`src/rtl/mem_port_arbiter.sv`:
```
// mem_port_arbiter
//   Shares one single-port memory between the instruction-fetch port and the
//   load/store data port. Data accesses win arbitration by default; a
//   starvation counter forces a fetch grant after STARVE_LIMIT consecutive data
//   wins over a pending fetch. Only one transaction is outstanding at a time.
//   A watchdog ends a transaction with an error response if memory never
//   answers within TIMEOUT wait cycles.
//
// Ports
//   clk, rst_n                       clock, asynchronous active-low reset
//   if_req/if_addr                   fetch request (held until if_gnt)
//   if_gnt/if_rvalid/if_rdata        fetch accept, response pulse, read data
//   d_req/d_we/d_addr/d_wdata/d_be   data request (held until d_gnt)
//   d_gnt/d_rvalid/d_rdata           data accept, response pulse, load data
//   rsp_err                          with x_rvalid: transaction timed out
//   mem_req/we/addr/wdata/be         memory request strobe and fields
//   mem_rvalid/mem_rdata             memory completion and read data
//   busy                             transaction in flight (core stall)
module mem_port_arbiter #(
  parameter int AW           = 32,
  parameter int DW           = 32,
  parameter int STARVE_LIMIT = 4,
  parameter int TIMEOUT      = 64
) (
  input  logic            clk,
  input  logic            rst_n,
  input  logic            if_req,
  input  logic [AW-1:0]   if_addr,
  output logic            if_gnt,
  output logic            if_rvalid,
  output logic [DW-1:0]   if_rdata,
  input  logic            d_req,
  input  logic            d_we,
  input  logic [AW-1:0]   d_addr,
  input  logic [DW-1:0]   d_wdata,
  input  logic [DW/8-1:0] d_be,
  output logic            d_gnt,
  output logic            d_rvalid,
  output logic [DW-1:0]   d_rdata,
  output logic            rsp_err,
  output logic            mem_req,
  output logic            mem_we,
  output logic [AW-1:0]   mem_addr,
  output logic [DW-1:0]   mem_wdata,
  output logic [DW/8-1:0] mem_be,
  input  logic            mem_rvalid,
  input  logic [DW-1:0]   mem_rdata,
  output logic            busy
);

  localparam int BW  = DW / 8;
  localparam int WDW = $clog2(TIMEOUT);
  localparam logic [WDW-1:0] WDOG_LAST  = WDW'(TIMEOUT - 1);
  localparam logic [3:0]     STARVE_MAX = 4'(STARVE_LIMIT);

  typedef enum logic [1:0] {
    ST_IDLE = 2'd0,
    ST_REQ  = 2'd1,
    ST_WAIT = 2'd2,
    ST_RESP = 2'd3
  } state_t;

  state_t          state_r, state_s;
  logic            if_gnt_s, d_gnt_s, wait_done_s;
  logic            owner_r;            // 1 = data port, 0 = fetch port
  logic [3:0]      starve_cnt_r;
  logic [WDW-1:0]  wdog_r;
  logic            mem_req_r, mem_we_r;
  logic [AW-1:0]   mem_addr_r;
  logic [DW-1:0]   mem_wdata_r, rsp_data_s;
  logic [BW-1:0]   mem_be_r;
  logic            if_rvalid_r, d_rvalid_r, rsp_err_r;
  logic [DW-1:0]   if_rdata_r, d_rdata_r;

  // State register.
  always_ff @(posedge clk or negedge rst_n) begin
    if (!rst_n) begin
      state_r <= ST_IDLE;
    end else begin
      state_r <= state_s;
    end
  end

  // Next state, arbitration and watchdog-expiry decode.
  always_comb begin
    state_s     = state_r;
    if_gnt_s    = 1'b0;
    d_gnt_s     = 1'b0;
    wait_done_s = 1'b0;
    case (state_r)
      ST_IDLE: begin
        // Data wins unless a fetch has been starved for STARVE_LIMIT grants.
        if (d_req && !(if_req && (starve_cnt_r == STARVE_MAX))) begin
          d_gnt_s = 1'b1;
        end else if (if_req) begin
          if_gnt_s = 1'b1;
        end else begin
          d_gnt_s = 1'b0;
        end
        if (d_gnt_s || if_gnt_s) begin
          state_s = ST_REQ;
        end else begin
          state_s = ST_IDLE;
        end
      end
      ST_REQ: begin
        state_s = ST_WAIT;
      end
      ST_WAIT: begin
        // A completion on the expiry cycle still counts as a completion.
        if (mem_rvalid || (wdog_r == WDOG_LAST)) begin
          wait_done_s = 1'b1;
          state_s     = ST_RESP;
        end else begin
          state_s = ST_WAIT;
        end
      end
      ST_RESP: begin
        state_s = ST_IDLE;
      end
      default: begin
        state_s = ST_IDLE;
      end
    endcase
  end

  // Response payload: stores and timeouts return zero data.
  always_comb begin
    rsp_data_s = {DW{1'b0}};
    if (mem_rvalid && !mem_we_r) begin
      rsp_data_s = mem_rdata;
    end else begin
      rsp_data_s = {DW{1'b0}};
    end
  end

  // Request latching, starvation count, watchdog and response registers.
  always_ff @(posedge clk or negedge rst_n) begin
    if (!rst_n) begin
      owner_r      <= 1'b0;
      starve_cnt_r <= 4'd0;
      wdog_r       <= {WDW{1'b0}};
      mem_req_r    <= 1'b0;
      mem_we_r     <= 1'b0;
      mem_addr_r   <= {AW{1'b0}};
      mem_wdata_r  <= {DW{1'b0}};
      mem_be_r     <= {BW{1'b0}};
      if_rvalid_r  <= 1'b0;
      d_rvalid_r   <= 1'b0;
      rsp_err_r    <= 1'b0;
      if_rdata_r   <= {DW{1'b0}};
      d_rdata_r    <= {DW{1'b0}};
    end else begin
      mem_req_r   <= 1'b0;
      if_rvalid_r <= 1'b0;
      d_rvalid_r  <= 1'b0;
      rsp_err_r   <= 1'b0;
      case (state_r)
        ST_IDLE: begin
          if (d_gnt_s) begin
            owner_r     <= 1'b1;
            mem_req_r   <= 1'b1;
            mem_we_r    <= d_we;
            mem_addr_r  <= d_addr;
            mem_wdata_r <= d_wdata;
            mem_be_r    <= d_be;
            if (if_req && (starve_cnt_r != STARVE_MAX)) begin
              starve_cnt_r <= starve_cnt_r + 4'd1;
            end else begin
              starve_cnt_r <= starve_cnt_r;
            end
          end else if (if_gnt_s) begin
            owner_r      <= 1'b0;
            mem_req_r    <= 1'b1;
            mem_we_r     <= 1'b0;
            mem_addr_r   <= if_addr;
            mem_wdata_r  <= {DW{1'b0}};
            mem_be_r     <= {BW{1'b0}};
            starve_cnt_r <= 4'd0;
          end else begin
            owner_r <= owner_r;
          end
        end
        ST_REQ: begin
          wdog_r <= {WDW{1'b0}};
        end
        ST_WAIT: begin
          if (wait_done_s) begin
            rsp_err_r <= ~mem_rvalid;
            if (owner_r) begin
              d_rvalid_r <= 1'b1;
              d_rdata_r  <= rsp_data_s;
            end else begin
              if_rvalid_r <= 1'b1;
              if_rdata_r  <= rsp_data_s;
            end
          end else begin
            wdog_r <= wdog_r + {{(WDW-1){1'b0}}, 1'b1};
          end
        end
        default: begin
          wdog_r <= wdog_r;
        end
      endcase
    end
  end

  // Grants are combinational; masking with rst_n keeps every output low in reset.
  assign if_gnt    = if_gnt_s & rst_n;
  assign d_gnt     = d_gnt_s & rst_n;
  assign if_rvalid = if_rvalid_r;
  assign if_rdata  = if_rdata_r;
  assign d_rvalid  = d_rvalid_r;
  assign d_rdata   = d_rdata_r;
  assign rsp_err   = rsp_err_r;
  assign mem_req   = mem_req_r;
  assign mem_we    = mem_we_r;
  assign mem_addr  = mem_addr_r;
  assign mem_wdata = mem_wdata_r;
  assign mem_be    = mem_be_r;
  assign busy      = (state_r != ST_IDLE);

endmodule

```
`config.mk`:
```
export PLATFORM = sky130hd
export DESIGN_NAME = mem_port_arbiter
export DESIGN_NICKNAME = d
export VERILOG_FILES = /design/src/rtl/mem_port_arbiter.sv
export SDC_FILE = /design/constraint.sdc
export NUM_CORES = 1
export LEC_CHECK = 0
export ABC_CLOCK_PERIOD_IN_PS = 1900
export CAP_MARGIN = 5
export CORE_MARGIN = 2
export CORE_UTILIZATION = 38
export DETAILED_ROUTE_END_ITERATION = 8
export MAX_ROUTING_LAYER = met4
export PLACE_DENSITY = 0.77
export SLEW_MARGIN = 30
export SYNTH_ARGS = -nofsm -noshare
export SYNTH_HDL_FRONTEND = slang
export SYNTH_SLANG_ARGS = --single-unit
```
`constraint.sdc`:
```
create_clock -name clk -period 1.9 [get_ports clk]
set_clock_uncertainty 0.1 [all_clocks]
set_input_delay 0.38 -clock clk [delete_from_list [all_inputs] [get_ports clk]]
set_output_delay 0.38 -clock clk [all_outputs]
set_load 0.05 [all_outputs]
```
==> reports/results.ini, run 1 <==
[status]
status=finished with violations
violations=setup timing

[route]
drt-initial-drc-count=347
wl_per_cell_microns=18.4
antenna_left=0
drtPass1Iterations=5
dr_total_vias=5371
route.detailed.drc=0
drt-total-wl_microns=18700
via_per_inst=5.30

[synth]
synth_cell_types=43
yosys-top-cells-area=dfrtp_1 (62%), a32o_1 (11%), a21oi_1 (5.6%), a22o_1 (5.3%), nand2_1 (2.7%)
yosysMostFrequentCell=dfrtp_1
synth_edf_count=0
synth_seq_cells=150
synth_cells=501
async_reset_ff_frac=1.00
synth_largest_area_cell=dfrtp_1
synthesis.nets=645
ys_seq_area_frac=0.618
synthesis.area_sq_mm=0.00607
yosys-top-cells-count=dfrtp_1 (150), a21oi_1 (68), a32o_1 (64), nand2_1 (43), a22o_1 (37)
yosysWarnings=0
synth_top_area_share=0.618
synth_top_flop_cell=dfrtp_1
avgSynthCellArea_sq_um=12.1

[timing]
tightest_slew_ns=0.647
setup_viol=2
period_share=1.15
post-route-min-period_ns=2.19
setup_ws_ns=-0.293
drv_slew=0
rsz0062_at_grt=true
relSlewSlack=0.569
fmax_mhz=456
worst_hold_slack_ns=0.0207
hold_viol=0

[cts]
cts_buffer_depth=2
numCtsBuffers=17
clk_pin_slew_ns=0.06
clock_sinks=150
root_buffer=clkbuf_16
cts-htree-levels=4
tritoncts=done
clk_latency_ns=0.41

[critical_path]
crit_type=reg2out
cp-end-kind=output pin
cp_top_family=simple AND/OR/NAND/NOR gates
startpoint_type=flip-flop
crit_buf_inv=2
arrival_ns=1.71
worstPathRequired_ns=1.42
path_max_fanout=3
critPathMaxStageDelay_ns=0.40
cp_slowest_cell=dfrtp_1
crit_path_cell_trace=inv_2 > ha_4 > nand4b_1 > nand2_1 > and4_4 > buf_12

[cells_and_area]
drive_gt1_frac=0.292
postLayoutCellArea_sq_mm=0.00956
nFillCells=1297
syn_to_final_growth_pct=57.4
fin_util=0.606
layout.nets=929
diodes=0
regArea_sq_mm=0.00375
multiInputGateArea_sq_mm=0.00211
layout.cells.non_filler=1014

[power_and_ir_drop]
power_mw=20.6
leakagePower_nw=4.41
peakVddDrop_mv=1.25
p_per_area_mw_per_mm2=2160

[floorplan]
rows=46
io_pins=278
start_util=0.385
core-area_sq_mm=0.0158
die_x_microns=130
die-area_sq_mm=0.0170
die_h_microns=130

[placed_design]
post_dp_cell_area_sq_mm=0.00881
gp_congestion=0.815
port-buffer-count=277
dp.cells=974
dp_hpwl_microns=12800

[run]
cap_violations=0

[global_routing]
grt_overflow=0
grt_pass1_wl_microns=28100
grtUsageTotal=0.220
grt_pass1_vias=5421
grt_antenna_before_repair=1
grt_start_max_net_pins=125

[worst_hold_path]
hold_class=in2async

area by class of cell:
cell class,count,share of cell area
Clock buffer,21,0.0503
Clock inverter,11,0.00785
Inverter,11,0.00432
Multi-Input combinational cell,297,0.220
Sequential cell,150,0.393
Tap cell,216,0.0283
Timing Repair Buffer,308,0.296
cells in the final DEF (no fill, tap or decap), drive strengths merged, types with 2 or more instances in the layout:
cell type	netlist	routed
a21o	2	2
o21ai	7	7
buf	30	170
nor2	35	35
clkinv	0	5
inv	11	12
nor3	4	4
clkbuf	13	22
nand3	9	9
ha	6	6
clkinvlp	0	5
clkdlybuf4s50	0	136
a32o	64	64
o21bai	2	2
a21oi	68	68
a211o	2	2
and2	2	2
a22o	37	37
dfrtp	150	150
nand2	45	45
worst reg2reg max path: stages, from the launching register on:
cell	delay (ns)
dfrtp_1	0.41
ha_2	0.28
nand3_4	0.13
o21bai_4	0.24
nand2_4	0.09
buf_12	0.18
a32o_1	0.24
path summary, 6_finish.rpt:
path	startpoint	to	slack (ns)	cells after the start
max reg2reg	wdog_r[1]$_DFFE_PN0P_	d_rdata[8]$_DFFE_PN0P_	0.12	6
max in group asynchronous	rst_n	mem_addr[5]$_DFFE_PN0P_	0.91	3
min reg2reg	d_rdata[31]$_DFFE_PN0P_	d_rdata[31]$_DFFE_PN0P_	0.39	1
min	rst_n	wdog_r[1]$_DFFE_PN0P_	0.02	2
min in group clk	d_rdata[31]$_DFFE_PN0P_	d_rdata[31]$_DFFE_PN0P_	0.39	1
max	starve_cnt_r[0]$_DFFE_PN0P_	if_gnt	-0.29	6
power breakdown:
group	leakage (nW)	switching [mW]	internal (mW)
sequential	1.87	0.952	4.71
combinational	2.29	7.93	3.94
clock	0.263	1.30	1.80
total	4.41	10.2	10.5
sequential cells by signal (all words and copies together) (netlist names), 2 cells and up:
signal,cells
wdog_r,6
mem_be,4
mem_addr,32
mem_wdata,32
state_r,2
starve_cnt_r,4
if_rdata,32
d_rdata,32
layer usage:
layer | GRT usage | vias to the layer above | share of wire
li1 | - | 2441 | -
met1 | 0.269 | 2639 | 0.40
met2 | 0.357 | 261 | 0.50
met3 | 0.0537 | 30 | 0.076
met4 | 0.0851 | 0 | 0.020
met5 | - | - | 0
logic make-up after synthesis:
family / synth area share
buffers and inverters: 0.0525
adder cells (fa/ha/maj): 0.0124
AND/OR/NAND/NOR: 0.0799
AO/OA/AOI/OAI: 0.236
flip-flops: 0.618
XOR/XNOR: 0.00144
per-stage QoR:
stage	setup slack [ns]	setup TNS (ns)
floorplan	0.0278	0
CTS	-0.275	-6.14
global route	-0.344	-0.663
finish	-0.293	-0.559
global placement	-0.118	-3.93
detailed placement	-0.207	-9.90
repair_timing:
| item | in CTS | in global routing |
|---|---|---|
| setup buffers | 7 | 1 |
| pin swaps | 3 | 4 |
| gates cloned | 1 | 1 |
| hold buffers | 1 | 0 |
| endpoints found under the setup margin | 5 | 46 |
| resized for setup | 14 | 13 |
| hold endpoints to repair | 26 | 0 |
No activity file was read; power rests on OpenSTA's default activity.
==> inputs of run 2 (changes only) <==
CAP_MARGIN = 10   (was 5)
==> results of run 2 <==
No change in the layout: final DEF, timing and power equal those of run 1.
